### src/rtl/board_io_ctrl.sv
// -----------------------------------------------------------------------------
// board_io_ctrl
//
// Conditions the raw board pins (buttons, switches, LEDs) on the way to and
// from the SoC GPIO bus.
//
//   Input path  : per channel, 2-flop synchroniser -> debounce counter ->
//                 registered level (din_o) plus one-cycle rise/fall pulses.
//   Output path : per channel, LED drive in direct, PWM-dimmed or blink mode,
//                 using one shared PWM counter and one shared blink prescaler.
//
// Ports
//   clk          system clock
//   rst_n        asynchronous active-low reset, clears every flop
//   raw_in_i     [N_IN]            asynchronous board inputs
//   din_o        [N_IN]            debounced input levels
//   rise_o       [N_IN]            one-cycle pulse on an accepted 0->1 change
//   fall_o       [N_IN]            one-cycle pulse on an accepted 1->0 change
//   event_o      1                 OR of all rise/fall bits
//   led_dout_i   [N_OUT]           LED request per channel (clk-synchronous)
//   led_mode_i   [2*N_OUT]         channel i mode in bits [2i+1:2i]
//                                  00 direct, 01 PWM, 10 blink, 11 off
//   led_duty_i   [PWM_WIDTH*N_OUT] channel i duty in [PWM_WIDTH*i +: PWM_WIDTH]
//   led_out_o    [N_OUT]           registered LED pin drive
// -----------------------------------------------------------------------------
module board_io_ctrl #(
    parameter int N_IN            = 4,
    parameter int N_OUT           = 4,
    parameter int DEBOUNCE_CYCLES = 100000,
    parameter int PWM_WIDTH       = 8,
    parameter int BLINK_DIV       = 50000000
) (
    input  logic                         clk,
    input  logic                         rst_n,
    input  logic [N_IN-1:0]              raw_in_i,
    output logic [N_IN-1:0]              din_o,
    output logic [N_IN-1:0]              rise_o,
    output logic [N_IN-1:0]              fall_o,
    output logic                         event_o,
    input  logic [N_OUT-1:0]             led_dout_i,
    input  logic [2*N_OUT-1:0]           led_mode_i,
    input  logic [PWM_WIDTH*N_OUT-1:0]   led_duty_i,
    output logic [N_OUT-1:0]             led_out_o
);

    // -------------------------------------------------------------------------
    // Local constants
    // -------------------------------------------------------------------------
    localparam int CNT_W   = $clog2(DEBOUNCE_CYCLES + 1);
    localparam int BLINK_W = (BLINK_DIV > 1) ? $clog2(BLINK_DIV) : 1;

    // Counter value on the edge that accepts a change: the mismatch has then
    // been seen on DEBOUNCE_CYCLES consecutive edges including this one.
    localparam logic [CNT_W-1:0]   CNT_LAST   = CNT_W'(DEBOUNCE_CYCLES - 1);
    localparam logic [BLINK_W-1:0] BLINK_LAST = BLINK_W'(BLINK_DIV - 1);

    typedef enum logic [1:0] {
        MODE_DIRECT = 2'b00,
        MODE_PWM    = 2'b01,
        MODE_BLINK  = 2'b10,
        MODE_RSVD   = 2'b11
    } led_mode_t;

    // -------------------------------------------------------------------------
    // Input path: one independent synchroniser + debouncer per channel
    // -------------------------------------------------------------------------
    genvar gi;
    generate
        for (gi = 0; gi < N_IN; gi++) begin : g_in
            logic             s1_q;
            logic             s2_q;
            logic             din_q,  din_d;
            logic             rise_q, rise_d;
            logic             fall_q, fall_d;
            logic [CNT_W-1:0] cnt_q,  cnt_d;

            always_comb begin
                cnt_d  = cnt_q;
                din_d  = din_q;
                rise_d = 1'b0;
                fall_d = 1'b0;
                if (s2_q == din_q) begin
                    // Any agreement restarts the stability window, so a
                    // glitch shorter than the window leaves no trace.
                    cnt_d = '0;
                end else if (cnt_q == CNT_LAST) begin
                    din_d  = s2_q;
                    cnt_d  = '0;
                    rise_d = s2_q;
                    fall_d = ~s2_q;
                end else begin
                    cnt_d = cnt_q + CNT_W'(1);
                end
            end

            always_ff @(posedge clk or negedge rst_n) begin
                if (!rst_n) begin
                    s1_q   <= 1'b0;
                    s2_q   <= 1'b0;
                    din_q  <= 1'b0;
                    rise_q <= 1'b0;
                    fall_q <= 1'b0;
                    cnt_q  <= '0;
                end else begin
                    s1_q   <= raw_in_i[gi];
                    s2_q   <= s1_q;
                    din_q  <= din_d;
                    rise_q <= rise_d;
                    fall_q <= fall_d;
                    cnt_q  <= cnt_d;
                end
            end

            assign din_o[gi]  = din_q;
            assign rise_o[gi] = rise_q;
            assign fall_o[gi] = fall_q;
        end
    endgenerate

    // Built from registered pulses only, so it is glitch-free for GPIO use.
    assign event_o = |(rise_o | fall_o);

    // -------------------------------------------------------------------------
    // Output path: shared PWM counter and blink timebase
    // -------------------------------------------------------------------------
    logic [PWM_WIDTH-1:0] pwm_cnt_q, pwm_cnt_d;
    logic [BLINK_W-1:0]   presc_q,   presc_d;
    logic                 blink_phase_q, blink_phase_d;

    always_comb begin
        // Free-running; the natural wrap gives the 2^PWM_WIDTH period.
        pwm_cnt_d     = pwm_cnt_q + PWM_WIDTH'(1);
        presc_d       = presc_q + BLINK_W'(1);
        blink_phase_d = blink_phase_q;
        if (presc_q == BLINK_LAST) begin
            presc_d       = '0;
            blink_phase_d = ~blink_phase_q;
        end
    end

    always_ff @(posedge clk or negedge rst_n) begin
        if (!rst_n) begin
            pwm_cnt_q     <= '0;
            presc_q       <= '0;
            blink_phase_q <= 1'b0;
        end else begin
            pwm_cnt_q     <= pwm_cnt_d;
            presc_q       <= presc_d;
            blink_phase_q <= blink_phase_d;
        end
    end

    // -------------------------------------------------------------------------
    // Per-channel LED mode mux, registered at the pin
    // -------------------------------------------------------------------------
    generate
        for (gi = 0; gi < N_OUT; gi++) begin : g_out
            led_mode_t            mode;
            logic [PWM_WIDTH-1:0] duty;
            logic                 pwm_on;
            logic                 led_q, led_d;

            assign mode   = led_mode_t'(led_mode_i[2*gi +: 2]);
            assign duty   = led_duty_i[PWM_WIDTH*gi +: PWM_WIDTH];
            // Strict compare: duty 0 never lights, full-scale duty leaves
            // exactly one dark count per period.
            assign pwm_on = (pwm_cnt_q < duty);

            always_comb begin
                led_d = 1'b0;
                case (mode)
                    MODE_DIRECT: led_d = led_dout_i[gi];
                    MODE_PWM:    led_d = led_dout_i[gi] & pwm_on;
                    MODE_BLINK:  led_d = led_dout_i[gi] & blink_phase_q;
                    default:     led_d = 1'b0;
                endcase
            end

            always_ff @(posedge clk or negedge rst_n) begin
                if (!rst_n) begin
                    led_q <= 1'b0;
                end else begin
                    led_q <= led_d;
                end
            end

            assign led_out_o[gi] = led_q;
        end
    endgenerate

endmodule

### config.mk
export PLATFORM = sky130hd
export DESIGN_NAME = board_io_ctrl
export DESIGN_NICKNAME = d
export VERILOG_FILES = /design/src/rtl/board_io_ctrl.sv
export SDC_FILE = /design/constraint.sdc
export NUM_CORES = 1
export LEC_CHECK = 0
export BUFFER_PORTS_ARGS = -buffer_cell sky130_fd_sc_hd__buf_4
export CAP_MARGIN = 20
export CORE_MARGIN = 5
export CORE_UTILIZATION = 45
export CTS_CLUSTER_DIAMETER = 40
export DETAILED_ROUTE_END_ITERATION = 10
export PLACE_DENSITY = 0.72
export SETUP_SLACK_MARGIN = 0.02
export SLEW_MARGIN = 20
export SYNTH_ARGS = -nofsm -noshare
export SYNTH_HDL_FRONTEND = slang
export SYNTH_SLANG_ARGS = --single-unit
### constraint.sdc
create_clock -name clk -period 3.6 [get_ports clk]
set_input_delay 0.72 -clock clk [delete_from_list [all_inputs] [get_ports clk]]
set_output_delay 0.72 -clock clk [all_outputs]
set_load 0.005 [all_outputs]
-- Yosys cells after proc, flatten, opt, wreduce, memory -nomap -nowiden
Cells that the tools add are included.
- register bits: 127
- input bits: 50
- output and inout bits: 17
- logic and storage cells: 114
- add/sub/neg operators: 6
- order comparisons: 4
- equal/unequal tests: 17
- mux-type cells: 29
- bitwise gates (word level): 18
- reduce and logical (&&, ||, !) cells: 9
- operator list (cell ; number):
    $mux 17 ; 8
    $add 17x1->17 const B ; 4
    $eq 17x17->1 const B ; 4
    $lt 8x8->1 ; 4
    $add 26x1->26 const B ; 1
    $eq 26x26->1 const B ; 1
    $mux 26 ; 1
    $mux 1 ; 16
    $pmux 1 s3 ; 4
    $not 1->1 ; 9
    $add 8x1->8 const B ; 1
    $and 1x1->1 ; 8
    $eq 2x1->1 const B ; 4
    $eq 2x2->1 const B ; 4
    $logic_not 2->1 ; 4
    $reduce_and 2->1 ; 4
    $eq 1x1->1 ; 4
    $or 4x4->4 ; 1
    $reduce_or 4->1 ; 1

-- Depth between registers and ports, before layout
- depth after elaboration: 3
- mapped depth: 7
- gate-level depth less buffers: 7

-- Least setup slack after synthesis
OpenSTA, ideal clock, no wires.
- path kind: register to register
- start: register g_in[3].cnt_q[0]
- end: register g_in[3].cnt_q[10]
- setup time: 0.119 ns
- data arrival time: 1.750 ns
- required time: 3.481 ns
- slack: 1.732 ns
- stages on the path, launching flop included: 8
- path buffers: 1
- period minus slack after synthesis: 1.868 ns
- cell sequence: dfrtp_1 ha_1 and4_1 nand2_1 or4_4 nand2_1 buf_4 nor2_1
- cells in the longest elaborated chain, start to end: 3
- elaborated cells between the ends (all ways): 4
- classes of those cells: add/sub (1); eq/ne (1); mux (2)
- RTL lines (element ; line ; source):
    start, declared ; 75 ; logic [CNT_W-1:0] cnt_q, cnt_d;
    start signal, assigned ; 110 ; cnt_q <= cnt_d;
    $add 17x1->17 or $eq 17x17->1 (tied branches) ; 92, 86 ;
    $mux 17 (*) ; 86 ; end else if (cnt_q == CNT_LAST) begin
    $mux 17 (*) ; 82 ; if (s2_q == din_q) begin
    via g_in[3].cnt_d[10] ; 75 ;
Mark *: on every way through the listed nets, which the timed path passes. The rest lies on a longest branch.
A chain may end at the register's enable or synchronous reset.

-- Worst setup path after layout
- start: register g_in[3].cnt_q[0]
- end: register g_in[3].cnt_q[11]
The elaborated chain is that of the path after synthesis.

==> impl_summary.log <==
[metrics] Pint: 2.79 mW
[metrics] required time at the worst-slack endpoint: 3.87 ns
[metrics] sort of element at the start of the critical path: register
[metrics] Leakage: 3.78 nW
[metrics] arrival time of data at the critical path endpoint: 2.42 ns
[metrics] maximum clock insertion buffer count: 2
[metrics] area growth from synthesis to layout: 18.4%
[metrics] Slew @ Worst Pin: 0.917 ns
[metrics] Net Switching: 724 µW
[metrics] areal power density over the cells: 447 nW/µm²
[metrics] routed vias: 4681
[metrics] ys async rst share: 100%
[metrics] Post-layout nets: 816
[metrics] iteration count of the initial detailed-routing pass: 4
[metrics] fraction of the yosys area taken by sequential cells: 47.8%
[metrics] clock sink total: 127
[metrics] Remaining Overflow, GRT: 0
[metrics] run status: completed
[metrics] final critical-path setup slack: 1.45 ns
[metrics] first-iteration detailed-routing DRC count: 233
[metrics] Final Power: 3.51 mW
[metrics] CTS Hold Buffers Added: 0
[metrics] worst slew margin relative to its limit: 38.4%
[metrics] worst hold path type: in -> async
[metrics] share of the clock period used by the worst path after layout: 59.8%
[metrics] Die H: 131 µm
[metrics] Worst Hold Slack: 0.298 ns
[metrics] max-slew violation total from the final report: 0
[metrics] first-pass GRT wire length: 21900 µm
[metrics] floorplan core area: 14500 µm²
[metrics] vias in the first global route: 4873
[metrics] post-detailed-route DRC marker count: 0
[metrics] type of the worst setup path: reg -> reg
[metrics] max-cap violation count: 0
[metrics] crit-path most repeated cell: sky130_fd_sc_hd__nand2_1
[metrics] initial core utilization: 45.9%
[metrics] top post-synthesis cells by area: sky130_fd_sc_hd__dfrtp_1 (48%), sky130_fd_sc_hd__ha_1 (8.7%), sky130_fd_sc_hd__xor2_1 (7.6%), sky130_fd_sc_hd__nor2_1 (5.9%), sky130_fd_sc_hd__xnor2_1 (4.9%)
[metrics] fraction of final layout cells sized beyond drive strength 1: 14.9%
[metrics] sum of net half-perimeters after detailed placement: 9150 µm
[metrics] switching portion of total power: 20.6%
[metrics] clock share of power: 53.7%
[metrics] Layout Cell Area excl Fill: 7870 µm²
[metrics] Detail Route Antenna Nets: 0
[metrics] number of buffers inserted during clock tree synthesis: 17
[metrics] count of buffers from port buffering: 66
[metrics] Placer Congestion: 0.894
[metrics] minimum period implied by the final worst setup slack: 2.15 ns
[metrics] CTS tree: built
[metrics] final routed wire length divided by cell count: 13.8 µm
[metrics] standard cell area after detailed placement: 7200 µm²
[metrics] overall global routing resource usage: 15.0%
[metrics] largest net degree at the start of global routing: 88
[metrics] die boundary width: 131 µm
[metrics] DR vias/cell: 5.10
[metrics] netlist area before placement: 6640 µm²
[metrics] Post-Synthesis Mean Instance Area: 10.1 µm²
[metrics] final number of hold-violating endpoints: 0
[metrics] # diodes: 0
[metrics] Highest Clock Rate: 464 MHz
[metrics] Cells after Synth: 658
[metrics] post-synth top area cell: sky130_fd_sc_hd__dfrtp_1
[metrics] slowest cell delay on critical path: 0.55 ns
[metrics] highest-delay cell along the critical path: sky130_fd_sc_hd__or4_4
[metrics] cell with the most instances after synthesis: sky130_fd_sc_hd__dfrtp_1
[metrics] antenna violations before repair: 0
[metrics] Root Driver: sky130_fd_sc_hd__clkbuf_16
[metrics] critical path fanouts, max: 15
[metrics] number of primary I/O pins: 67
[metrics] most frequent cells after synthesis: sky130_fd_sc_hd__dfrtp_1 (127), sky130_fd_sc_hd__nor2_1 (105), sky130_fd_sc_hd__xor2_1 (58)
[metrics] Seq cells post-synth: 127
[metrics] Post-CTS Repair Setup Buffers: 0
[metrics] Layout Utilization: 54.3%
[metrics] number of library cell types mapped by synthesis: 41
[metrics] clock input transition at the sequential cells of the worst setup and hold paths: 0.06 ns
[metrics] unrepaired setup endpoints after global routing: false
[metrics] Post-synth EDFFs: 0
[metrics] area of the die: 17300 µm²
[metrics] clock skew: 0.00560 ns
[metrics] CTS H-tree depth: 4
[metrics] synthesized net count: 754
[metrics] Synth Warn #: 0
[metrics] post-CTS sizing: 0
[metrics] Inst Count DP: 885
[metrics] FP Rows: 44
[metrics] post-route insts no fill: 917
[metrics] Synth top area share: 47.8%
[metrics] Post-Route WL: 12600 µm
[metrics] post-placement setup slack: 1.42 ns
[metrics] Critical Path End Type: register
[metrics] Setup violations, final: 0
[metrics] final-layout fill cell count: 1220
[metrics] VDD IR-drop max: 324 µV
[metrics] cell chain of the critical path: ha_1 -> and4_1 -> nand2_1 -> or4_4 -> nand2_1 -> nor2_1
[metrics] clock network latency to the later pin of the worst-skew pair: 0.41 ns
[metrics] combinational cell fraction of total power: 4.7%
[metrics] relative contribution of sequential cells to total power: 41.6%
[metrics] Final TNS setup: 0 ns
[metrics] Post-synth top flop: sky130_fd_sc_hd__dfrtp_1
-- power groups by stage --
| stage | sequential (mW) | combinational [mW] | clock, mW |
|---|---|---|---|
| finish | 1.46 | 0.165 | 1.89 |
| global placement | 1.49 | 0.160 | 0 |
| floorplan | 1.48 | 0.0804 | 0 |
| detailed placement | 1.49 | 0.169 | 0 |
| CTS | 1.46 | 0.170 | 1.92 |
| global route | 1.46 | 0.190 | 1.99 |
-- per-layer routing --
layer / GRT usage [%] / share of wire [%] / wire (µm)
met1: 19.0 / 46 / 5840
met2: 23.8 / 47 / 5910
met3: 4.28 / 4.5 / 568
met4: 7.03 / 2.3 / 296
met5: 0 / 0 / 0
-- path summary, 6_finish.rpt --
check	cells after the start	slack [ns]	from	end
max	6	1.45	g_in[3].cnt_q[0]$_DFF_PN0_	g_in[3].cnt_q[11]$_DFF_PN0_
min	1	0.30	rst_n	g_in[2].cnt_q[11]$_DFF_PN0_
max reg2reg	6	1.45	g_in[3].cnt_q[0]$_DFF_PN0_	g_in[3].cnt_q[11]$_DFF_PN0_
min reg2reg	0	0.35	g_in[3].s1_q$_DFF_PN0_	g_in[3].s2_q$_DFF_PN0_
max in group asynchronous	2	2.47	rst_n	presc_q[12]$_DFF_PN0_
min in group clk	0	0.35	g_in[3].s1_q$_DFF_PN0_	g_in[3].s2_q$_DFF_PN0_
-- worst max-delay path, delay by kind of cell (launching register included) --
kind | cells | cell delay [ns]
flops | 1 | 0.39
fa+ha+maj | 1 | 0.25
simple gates | 5 | 1.37
-- cell type report --
cell class | count | area (µm²) | area share, %
flip-flops and latches | 127 | 3180 | 40.4
clock buffers | 19 | 453 | 5.76
multi-input cells | 461 | 3110 | 39.5
repair buffers | 67 | 515 | 6.55
well taps | 184 | 230 | 2.93
inverters | 46 | 173 | 2.20
clock inverters | 13 | 210 | 2.67
-- flip-flops by register name, summed over array words and instances, names as in the netlist --
| signal | cells |
|---|---|
| g_in.fall_q | 4 |
| g_in.cnt_q | 68 |
| g_in.din_q | 4 |
| pwm_cnt_q | 8 |
| blink_phase_q | 1 |
| presc_q | 26 |
| g_in.s2_q | 4 |
| g_out.led_q | 4 |
| g_in.s1_q | 4 |
| g_in.rise_q | 4 |
-- layout by cell type, fill, tap and decap left out, types with 17 or more instances in the layout --
cell type,count
sky130_fd_sc_hd__nor2_1,105
sky130_fd_sc_hd__clkbuf_16,17
sky130_fd_sc_hd__nand3_1,35
sky130_fd_sc_hd__nand2_1,41
sky130_fd_sc_hd__buf_4,66
sky130_fd_sc_hd__ha_1,46
sky130_fd_sc_hd__nand4_1,30
sky130_fd_sc_hd__xnor2_1,37
sky130_fd_sc_hd__inv_1,46
sky130_fd_sc_hd__dfrtp_1,127
sky130_fd_sc_hd__xor2_1,58
-- logic make-up (layout without fill, tap and decap cells) --
logic type | Yosys count | after routing | share of synthesized area, %
adder cells (fa/ha/maj) | 46 | 46 | 8.66
AND/OR/NAND/NOR | 288 | 288 | 22.4
multiplexers | 4 | 4 | 0.678
flip-flops | 127 | 127 | 47.8
AO/OA/AOI/OAI | 28 | 28 | 2.52
buffers and inverters | 70 | 145 | 5.39
XOR/XNOR | 95 | 95 | 12.5
Power figures use the tool's default switching activity.
